$ cat src/rtl/ili9341_pkg.sv
// Shared opcodes and receiver FSM encodings for the ILI9341 8080-style write bus.
package ili9341_pkg;

  localparam logic [7:0] CMD_SWRESET = 8'h01;
  localparam logic [7:0] CMD_SLPIN   = 8'h10;
  localparam logic [7:0] CMD_SLPOUT  = 8'h11;
  localparam logic [7:0] CMD_DISPOFF = 8'h28;
  localparam logic [7:0] CMD_DISPON  = 8'h29;
  localparam logic [7:0] CMD_CASET   = 8'h2A;
  localparam logic [7:0] CMD_PASET   = 8'h2B;
  localparam logic [7:0] CMD_RAMWR   = 8'h2C;

  typedef enum logic [2:0] {
    ST_IDLE,
    ST_CASET,
    ST_PASET,
    ST_RAM_HI,
    ST_RAM_LO,
    ST_SKIP
  } state_t;

  // Window coordinates are 16-bit on the bus but only 9 bits are meaningful.
  function automatic logic [8:0] trunc9(input logic [7:0] hi, input logic [7:0] lo);
    return {hi[0], lo};
  endfunction

endpackage

$ cat src/rtl/ili9341_cursor.sv
// Column/page window registers and the raster cursor that walks them.
// Loads, homing and advance take effect on the next clock edge.
module ili9341_cursor
  import ili9341_pkg::*;
#(
  parameter int WIDTH  = 240,
  parameter int HEIGHT = 320
) (
  input  logic       clk,
  input  logic       rst,
  input  logic       i_defaults,
  input  logic       i_load_col,
  input  logic       i_load_row,
  input  logic [8:0] i_start_v,
  input  logic [8:0] i_end_v,
  input  logic       i_home,
  input  logic       i_advance,
  output logic [8:0] o_cur_x,
  output logic [8:0] o_cur_y
);

  localparam logic [8:0] EC_RST = 9'(WIDTH - 1);
  localparam logic [8:0] EP_RST = 9'(HEIGHT - 1);

  logic [8:0] r_sc, r_ec, r_sp, r_ep;
  logic [8:0] r_cx, r_cy;

  always_ff @(posedge clk or posedge rst) begin
    if (rst) begin
      r_sc <= '0;
      r_ec <= EC_RST;
      r_sp <= '0;
      r_ep <= EP_RST;
      r_cx <= '0;
      r_cy <= '0;
    end else begin
      if (i_defaults) begin
        r_sc <= '0;
        r_ec <= EC_RST;
        r_sp <= '0;
        r_ep <= EP_RST;
      end else if (i_load_col) begin
        r_sc <= i_start_v;
        r_ec <= i_end_v;
      end else if (i_load_row) begin
        r_sp <= i_start_v;
        r_ep <= i_end_v;
      end

      if (i_home) begin
        r_cx <= r_sc;
        r_cy <= r_sp;
      end else if (i_advance) begin
        // Raster order: columns first, wrapping back to the window's top row.
        if (r_cx >= r_ec) begin
          r_cx <= r_sc;
          r_cy <= (r_cy >= r_ep) ? r_sp : r_cy + 9'd1;
        end else begin
          r_cx <= r_cx + 9'd1;
        end
      end
    end
  end

  assign o_cur_x = r_cx;
  assign o_cur_y = r_cy;

endmodule

$ cat src/rtl/ili9341_rx.sv
// ILI9341 write-bus receiver: decodes command/data bytes, tracks the window and
// emits one addressed RGB565 pixel per data byte pair, one cycle after the low byte.
module ili9341_rx
  import ili9341_pkg::*;
#(
  parameter int WIDTH  = 240,
  parameter int HEIGHT = 320
) (
  input  logic        clk_16MHz,
  input  logic        rst,
  input  logic        ncs,
  input  logic        cmd_data,
  input  logic        write_edge,
  input  logic [7:0]  din,
  output logic        pix_valid,
  output logic [8:0]  pix_x,
  output logic [8:0]  pix_y,
  output logic [15:0] pix_data,
  output logic        cmd_strobe,
  output logic [7:0]  last_cmd,
  output logic        display_on,
  output logic        sleep_out
);

  state_t     r_state;
  logic       r_we_q;
  logic [1:0] r_arg_cnt;
  logic [7:0] r_arg0, r_arg1, r_arg2;
  logic [7:0] r_hi;

  logic       w_stb, w_cmd, w_dat;
  logic       w_home, w_defaults, w_load_col, w_load_row, w_advance;
  logic [8:0] w_start_v, w_end_v;
  logic [8:0] w_cur_x, w_cur_y;

  assign w_stb      = write_edge & ~r_we_q & ~ncs;
  assign w_cmd      = w_stb & ~cmd_data;
  assign w_dat      = w_stb & cmd_data;
  assign w_home     = w_cmd && (din == CMD_RAMWR);
  assign w_defaults = w_cmd && (din == CMD_SWRESET);
  assign w_load_col = w_dat && (r_state == ST_CASET) && (r_arg_cnt == 2'd3);
  assign w_load_row = w_dat && (r_state == ST_PASET) && (r_arg_cnt == 2'd3);
  assign w_advance  = w_dat && (r_state == ST_RAM_LO);
  assign w_start_v  = trunc9(r_arg0, r_arg1);
  assign w_end_v    = trunc9(r_arg2, din);

  ili9341_cursor #(
    .WIDTH (WIDTH),
    .HEIGHT(HEIGHT)
  ) u_cursor (
    .clk       (clk_16MHz),
    .rst       (rst),
    .i_defaults(w_defaults),
    .i_load_col(w_load_col),
    .i_load_row(w_load_row),
    .i_start_v (w_start_v),
    .i_end_v   (w_end_v),
    .i_home    (w_home),
    .i_advance (w_advance),
    .o_cur_x   (w_cur_x),
    .o_cur_y   (w_cur_y)
  );

  always_ff @(posedge clk_16MHz or posedge rst) begin
    if (rst) begin
      r_we_q     <= 1'b0;
      r_state    <= ST_IDLE;
      r_arg_cnt  <= '0;
      r_arg0     <= '0;
      r_arg1     <= '0;
      r_arg2     <= '0;
      r_hi       <= '0;
      pix_valid  <= 1'b0;
      pix_x      <= '0;
      pix_y      <= '0;
      pix_data   <= '0;
      cmd_strobe <= 1'b0;
      last_cmd   <= 8'h00;
      display_on <= 1'b0;
      sleep_out  <= 1'b0;
    end else begin
      r_we_q     <= write_edge;
      pix_valid  <= 1'b0;
      cmd_strobe <= 1'b0;
      if (w_cmd) begin
        // Any command abandons a half-received pixel or argument list.
        cmd_strobe <= 1'b1;
        last_cmd   <= din;
        r_arg_cnt  <= '0;
        case (din)
          CMD_CASET: r_state <= ST_CASET;
          CMD_PASET: r_state <= ST_PASET;
          CMD_RAMWR: r_state <= ST_RAM_HI;
          CMD_DISPON: begin
            display_on <= 1'b1;
            r_state    <= ST_SKIP;
          end
          CMD_DISPOFF: begin
            display_on <= 1'b0;
            r_state    <= ST_SKIP;
          end
          CMD_SLPOUT: begin
            sleep_out <= 1'b1;
            r_state   <= ST_SKIP;
          end
          CMD_SLPIN: begin
            sleep_out <= 1'b0;
            r_state   <= ST_SKIP;
          end
          CMD_SWRESET: begin
            display_on <= 1'b0;
            sleep_out  <= 1'b0;
            r_state    <= ST_SKIP;
          end
          default: r_state <= ST_SKIP;
        endcase
      end else if (w_dat) begin
        case (r_state)
          ST_CASET, ST_PASET: begin
            r_arg_cnt <= r_arg_cnt + 2'd1;
            case (r_arg_cnt)
              2'd0:    r_arg0  <= din;
              2'd1:    r_arg1  <= din;
              2'd2:    r_arg2  <= din;
              default: r_state <= ST_IDLE;
            endcase
          end
          ST_RAM_HI: begin
            r_hi    <= din;
            r_state <= ST_RAM_LO;
          end
          ST_RAM_LO: begin
            pix_valid <= 1'b1;
            pix_x     <= w_cur_x;
            pix_y     <= w_cur_y;
            pix_data  <= {r_hi, din};
            r_state   <= ST_RAM_HI;
          end
          default: ;
        endcase
      end
    end
  end

endmodule

$ cat config.mk
export PLATFORM = sky130hd
export DESIGN_NAME = ili9341_rx
export DESIGN_NICKNAME = d
export VERILOG_FILES = /design/src/rtl/ili9341_pkg.sv /design/src/rtl/ili9341_cursor.sv /design/src/rtl/ili9341_rx.sv
export SDC_FILE = /design/constraint.sdc
export NUM_CORES = 1
export LEC_CHECK = 0
export BUFFER_PORTS_ARGS = -buffer_cell sky130_fd_sc_hd__buf_2
export CORE_ASPECT_RATIO = 1.75
export CORE_MARGIN = 10
export CORE_UTILIZATION = 59
export DETAILED_ROUTE_END_ITERATION = 10
export PLACE_DENSITY_LB_ADDON = 0.05
export SYNTH_ARGS = -nofsm -noshare
export SYNTH_HDL_FRONTEND = slang
export SYNTH_SLANG_ARGS = --single-unit
$ cat constraint.sdc
create_clock -name clk_16MHz -period 4.5 [get_ports clk_16MHz]
set_input_delay 0.225 -clock clk_16MHz [delete_from_list [all_inputs] [get_ports clk_16MHz]]
set_output_delay 0.225 -clock clk_16MHz [all_outputs]
set_load 0.01 [all_outputs]
==> impl_metrics.py <==
metrics = {
    "placed_design": {
        "place_congestion": 0.843,
        "hpwl_mm": 9.23,
        "dp_slack_ns": 1.60,
        "portBuffers": 58,
    },
    "worst_setup_path": {
        "crit_startpoint": "u_cursor.r_ec[7]",
        "r2r.worst_path.cells": 8,
        "worst_ep_arrival_time_ns": 3.19,
        "worstReg2RegStart": "u_cursor.r_ec[7]",
        "crit_end_category": "flop",
        "timing.rr.end": "u_cursor.o_cur_y[5]",
        "critPathMaxFanout": 15,
        "critPathRequiredTime_ns": 4.80,
        "critical_path.endpoint": "u_cursor.o_cur_y[5]",
        "worst-r2r-setup-slack_ns": 1.60,
        "class_of_the_most_critical_setup_path": "reg2reg",
        "start_kind": "flop",
    },
    "global_routing": {
        "overflow": 0,
        "grt_util_met3": 0.0577,
        "grt_pass1_vias": 4456,
        "globalRouteMet2Util": 0.338,
        "grt_most_used_layer": "met2",
        "grt_usage": 0.198,
        "pin_count_of_the_biggest_net_entering_global_routing": 76,
        "grt_util_met1": 0.228,
        "grt_first_pass_wirelength_mm": 22.7,
        "grt_antenna_before_repair": 0,
    },
    "die": {
        "ios": 59,
        "core_area_mm2": 0.00979,
        "floorplan.die.height_um": 152,
        "placementRows": 48,
        "initial_core_util": 0.601,
        "floorplan.die_area_mm2": 0.0145,
        "die_width_um": 95.5,
    },
    "drt": {
        "drc": 0,
        "detail-route-antenna-nets": 0,
        "drt-total-wl_mm": 13.5,
        "vias_per_cell": 5.56,
        "drt-wirelength-per-cell_um": 17.9,
        "dr.first_iter.drc_count": 245,
        "detailroute.via_count": 4218,
        "drtPass1Iterations": 4,
    },
    "clocking": {
        "cts.sinks": 124,
        "clock_tree_from_tritoncts": "built",
        "max-clock-path-buffers": 2,
        "cts_hold_buf": 1,
        "h-tree-depth": 4,
        "clkSlewWorstSetupHoldPaths_ns": 0.06,
        "post_cts_resized": 0,
        "clock_latency_ns": 0.41,
        "postCtsSetupBuffers": 0,
        "numCtsBuffers": 17,
        "ctsRootBufferMaster": "sky130_fd_sc_hd__clkbuf_16",
    },
    "power_and_ir_drop": {
        "vdd_ir_drop_max_v": 0.000333,
        "clock_power_share": 0.366,
        "power.static_leakage_nw": 3.67,
        "power_per_cell_area_mw_per_mm2": 519,
        "switching_component_of_the_power_w": 0.00109,
        "share_comb_of_total_power": 0.199,
        "seq_power_share": 0.435,
        "switching_share": 0.308,
        "internal-power_w": 0.00245,
    },
    "sta": {
        "worst_slew_pin_slew_ns": 1.09,
        "fin_ws_ns": 1.60,
        "setup_total_negative_slack_ns": 0,
        "period_needed_ns": 2.90,
        "maxSlewViolCount": 0,
        "finClkSkew_ns": 0.00462,
        "finalHoldViolCount": 4,
        "grt_setup_unrepaired": "false",
        "final_worst_path_period_share": 0.644,
        "hold_ws_ns": -0.00123,
        "clock.fmax_mhz": 345,
        "report.final.setup_viol": 0,
        "slew_limit_headroom": 0.275,
    },
    "job": {
        "maxCapViolCount": 0,
    },
    "logic_synthesis": {
        "synth_seq_area_share": 0.530,
        "synth_nets": 603,
        "synth.yosys.warnings": 0,
        "synth_edf_count": 0,
        "yosys_register_bits": 124,
        "synth_cell_types": 58,
        "syn_avg_cell_area_um2": 10.4,
        "asr_flop_ratio_synth": 1.00,
        "synth_ff_type": "sky130_fd_sc_hd__dfrtp_1",
        "syn-cell-area_mm2": 0.00589,
        "postSynthCellCount": 565,
    },
    "finish": {
        "sequential_cell_area_mm2": 0.00312,
        "insertedDiodeCount": 0,
        "multi_input_area_mm2": 0.00252,
        "largest_reg_flops": 16,
        "filler_cell_count": 742,
        "final_nets": 658,
        "syn_to_final_growth_pct": 15.7,
        "layout_cell_share_with_drive_strength_beyond_1": 0.210,
        "largest_register_by_flop_count": "pix_data",
    },
    "status": {
        "status": "finished with violations",
        "failing_checks": "negative hold slack",
    },
    "min_path": {
        "worstHoldPathType": "in2async",
    },
}
[power by group through the flow]
stage	combinational (W)	clock (W)	sequential (W)
2_1_floorplan	0.000477	0	0.00154
3_3_place_gp	0.000681	0	0.00154
3_5_place_dp	0.000709	0	0.00155
4_1_cts	0.000718	0.00131	0.00153
5_1_grt	0.000799	0.00136	0.00157
6_report	0.000702	0.00129	0.00154
[layout by cell type, fill, tap and decap left out, drive strengths merged, types with 3 or more instances in the layout]
| cell type | n |
|---|---|
| nor3 | 3 |
| mux2i | 40 |
| xor2 | 6 |
| o21a | 4 |
| nand4 | 5 |
| o22a | 3 |
| clkinv | 4 |
| ha | 25 |
| nor2 | 37 |
| mux2 | 31 |
| nand2 | 134 |
| dfrtp | 110 |
| nor3b | 3 |
| and3 | 5 |
| or2 | 3 |
| dfstp | 14 |
| o21ai | 23 |
| buf | 63 |
| a21o | 3 |
| clkbuf | 19 |
| nand3 | 9 |
| clkinvlp | 7 |
| inv | 28 |
| a21oi | 18 |
[through the flow]
stage | total power [W] | cell area (um^2) | util | std cells
2_1_floorplan | 0.00201 | 5890 | - | 565
3_3_place_gp | 0.00222 | 6230 | 0.636 | 725
3_5_place_dp | 0.00226 | 6230 | 0.636 | 725
4_1_cts | 0.00356 | 6810 | 0.695 | 758
5_1_grt | 0.00373 | 6810 | 0.695 | 758
6_report | 0.00353 | 6810 | 0.695 | 758
[routing by layer]
| metal | part of all wire | routed length (um) |
|---|---|---|
| met5 | 0 | 0 |
| met4 | 0.018 | 242 |
| met3 | 0.048 | 652 |
| met2 | 0.53 | 7240 |
| met1 | 0.40 | 5410 |
[worst max-delay path: stages, from the launching register on]
cell and delay, ns:
sky130_fd_sc_hd__dfstp_2 0.52, sky130_fd_sc_hd__inv_1 0.04, sky130_fd_sc_hd__ha_1 0.29, sky130_fd_sc_hd__a21o_1 0.19
sky130_fd_sc_hd__a221oi_1 0.29, sky130_fd_sc_hd__o21ai_1 0.20, sky130_fd_sc_hd__a21oi_1 0.87, sky130_fd_sc_hd__a21oi_1 0.06
sky130_fd_sc_hd__o2bb2a_1 0.32
[cell type report]
class,instances,share of cell area
clock inverter,13,0.0175
sequential,124,0.458
multi-input combinational,386,0.370
tap,125,0.0230
inverter,27,0.0153
timing repair buffer,64,0.0496
clock buffer,19,0.0665
[cell usage after synthesis (2+ instances only)]
cell | n | area, um^2
sky130_fd_sc_hd__buf_2 | 9 | 45.0
sky130_fd_sc_hd__buf_4 | 4 | 30.0
sky130_fd_sc_hd__o2111ai_1 | 2 | 17.5
sky130_fd_sc_hd__xnor2_1 | 2 | 17.5
sky130_fd_sc_hd__mux2i_1 | 40 | 400
sky130_fd_sc_hd__buf_6 | 2 | 22.5
sky130_fd_sc_hd__nor4_1 | 2 | 12.5
sky130_fd_sc_hd__nand2b_1 | 2 | 12.5
sky130_fd_sc_hd__a21oi_1 | 18 | 90.1
sky130_fd_sc_hd__nand3_1 | 9 | 45.0
sky130_fd_sc_hd__or3b_1 | 2 | 17.5
sky130_fd_sc_hd__nor3b_1 | 2 | 15.0
sky130_fd_sc_hd__o21ai_0 | 13 | 65.1
sky130_fd_sc_hd__clkbuf_1 | 12 | 45.0
sky130_fd_sc_hd__and2_1 | 2 | 12.5
sky130_fd_sc_hd__o21ai_1 | 9 | 45.0
sky130_fd_sc_hd__nand4b_1 | 2 | 17.5
sky130_fd_sc_hd__ha_1 | 25 | 313
sky130_fd_sc_hd__a21o_1 | 3 | 22.5
sky130_fd_sc_hd__o22ai_1 | 2 | 12.5
sky130_fd_sc_hd__dfstp_2 | 14 | 368
sky130_fd_sc_hd__o22a_1 | 3 | 26.3
sky130_fd_sc_hd__or2_1 | 2 | 12.5
sky130_fd_sc_hd__xor2_1 | 6 | 52.6
sky130_fd_sc_hd__o21a_1 | 4 | 30.0
sky130_fd_sc_hd__nand2_1 | 134 | 503
sky130_fd_sc_hd__inv_1 | 26 | 97.6
sky130_fd_sc_hd__dfrtp_1 | 110 | 2750
sky130_fd_sc_hd__nor2_1 | 37 | 139
sky130_fd_sc_hd__o211ai_1 | 2 | 15.0
sky130_fd_sc_hd__mux2_2 | 16 | 180
sky130_fd_sc_hd__nand4_1 | 5 | 31.3
sky130_fd_sc_hd__mux2_1 | 15 | 169
sky130_fd_sc_hd__and3_1 | 5 | 31.3
[how the worst min path moves through the flow]
stage,start,endpoint,slack (ns),cells after the start
final,rst,pix_data[11],-0.001,2
after global routing,rst,pix_data[5],0.07,2
after CTS,rst,pix_data[5],0.04,2
after detailed placement,write_edge,r_we_q,0.37,1
after global placement,write_edge,r_we_q,0.37,1
after floorplan,write_edge,r_we_q,0.26,0
[kinds of logic (layout without fill, tap and decap cells)]
kind of cell             Yosys count  after routing  synth area share
AND/OR/NAND/NOR                  216            216             0.165
adder cells (fa/ha/maj)           25             25            0.0531
buffers and inverters             55            123            0.0421
XOR/XNOR                           8              8            0.0119
multiplexers                      71             71             0.127
AO/OA/AOI/OAI                     66             66            0.0702
flip-flops                       124            124             0.530
No activity file was read; power rests on OpenSTA's default activity.
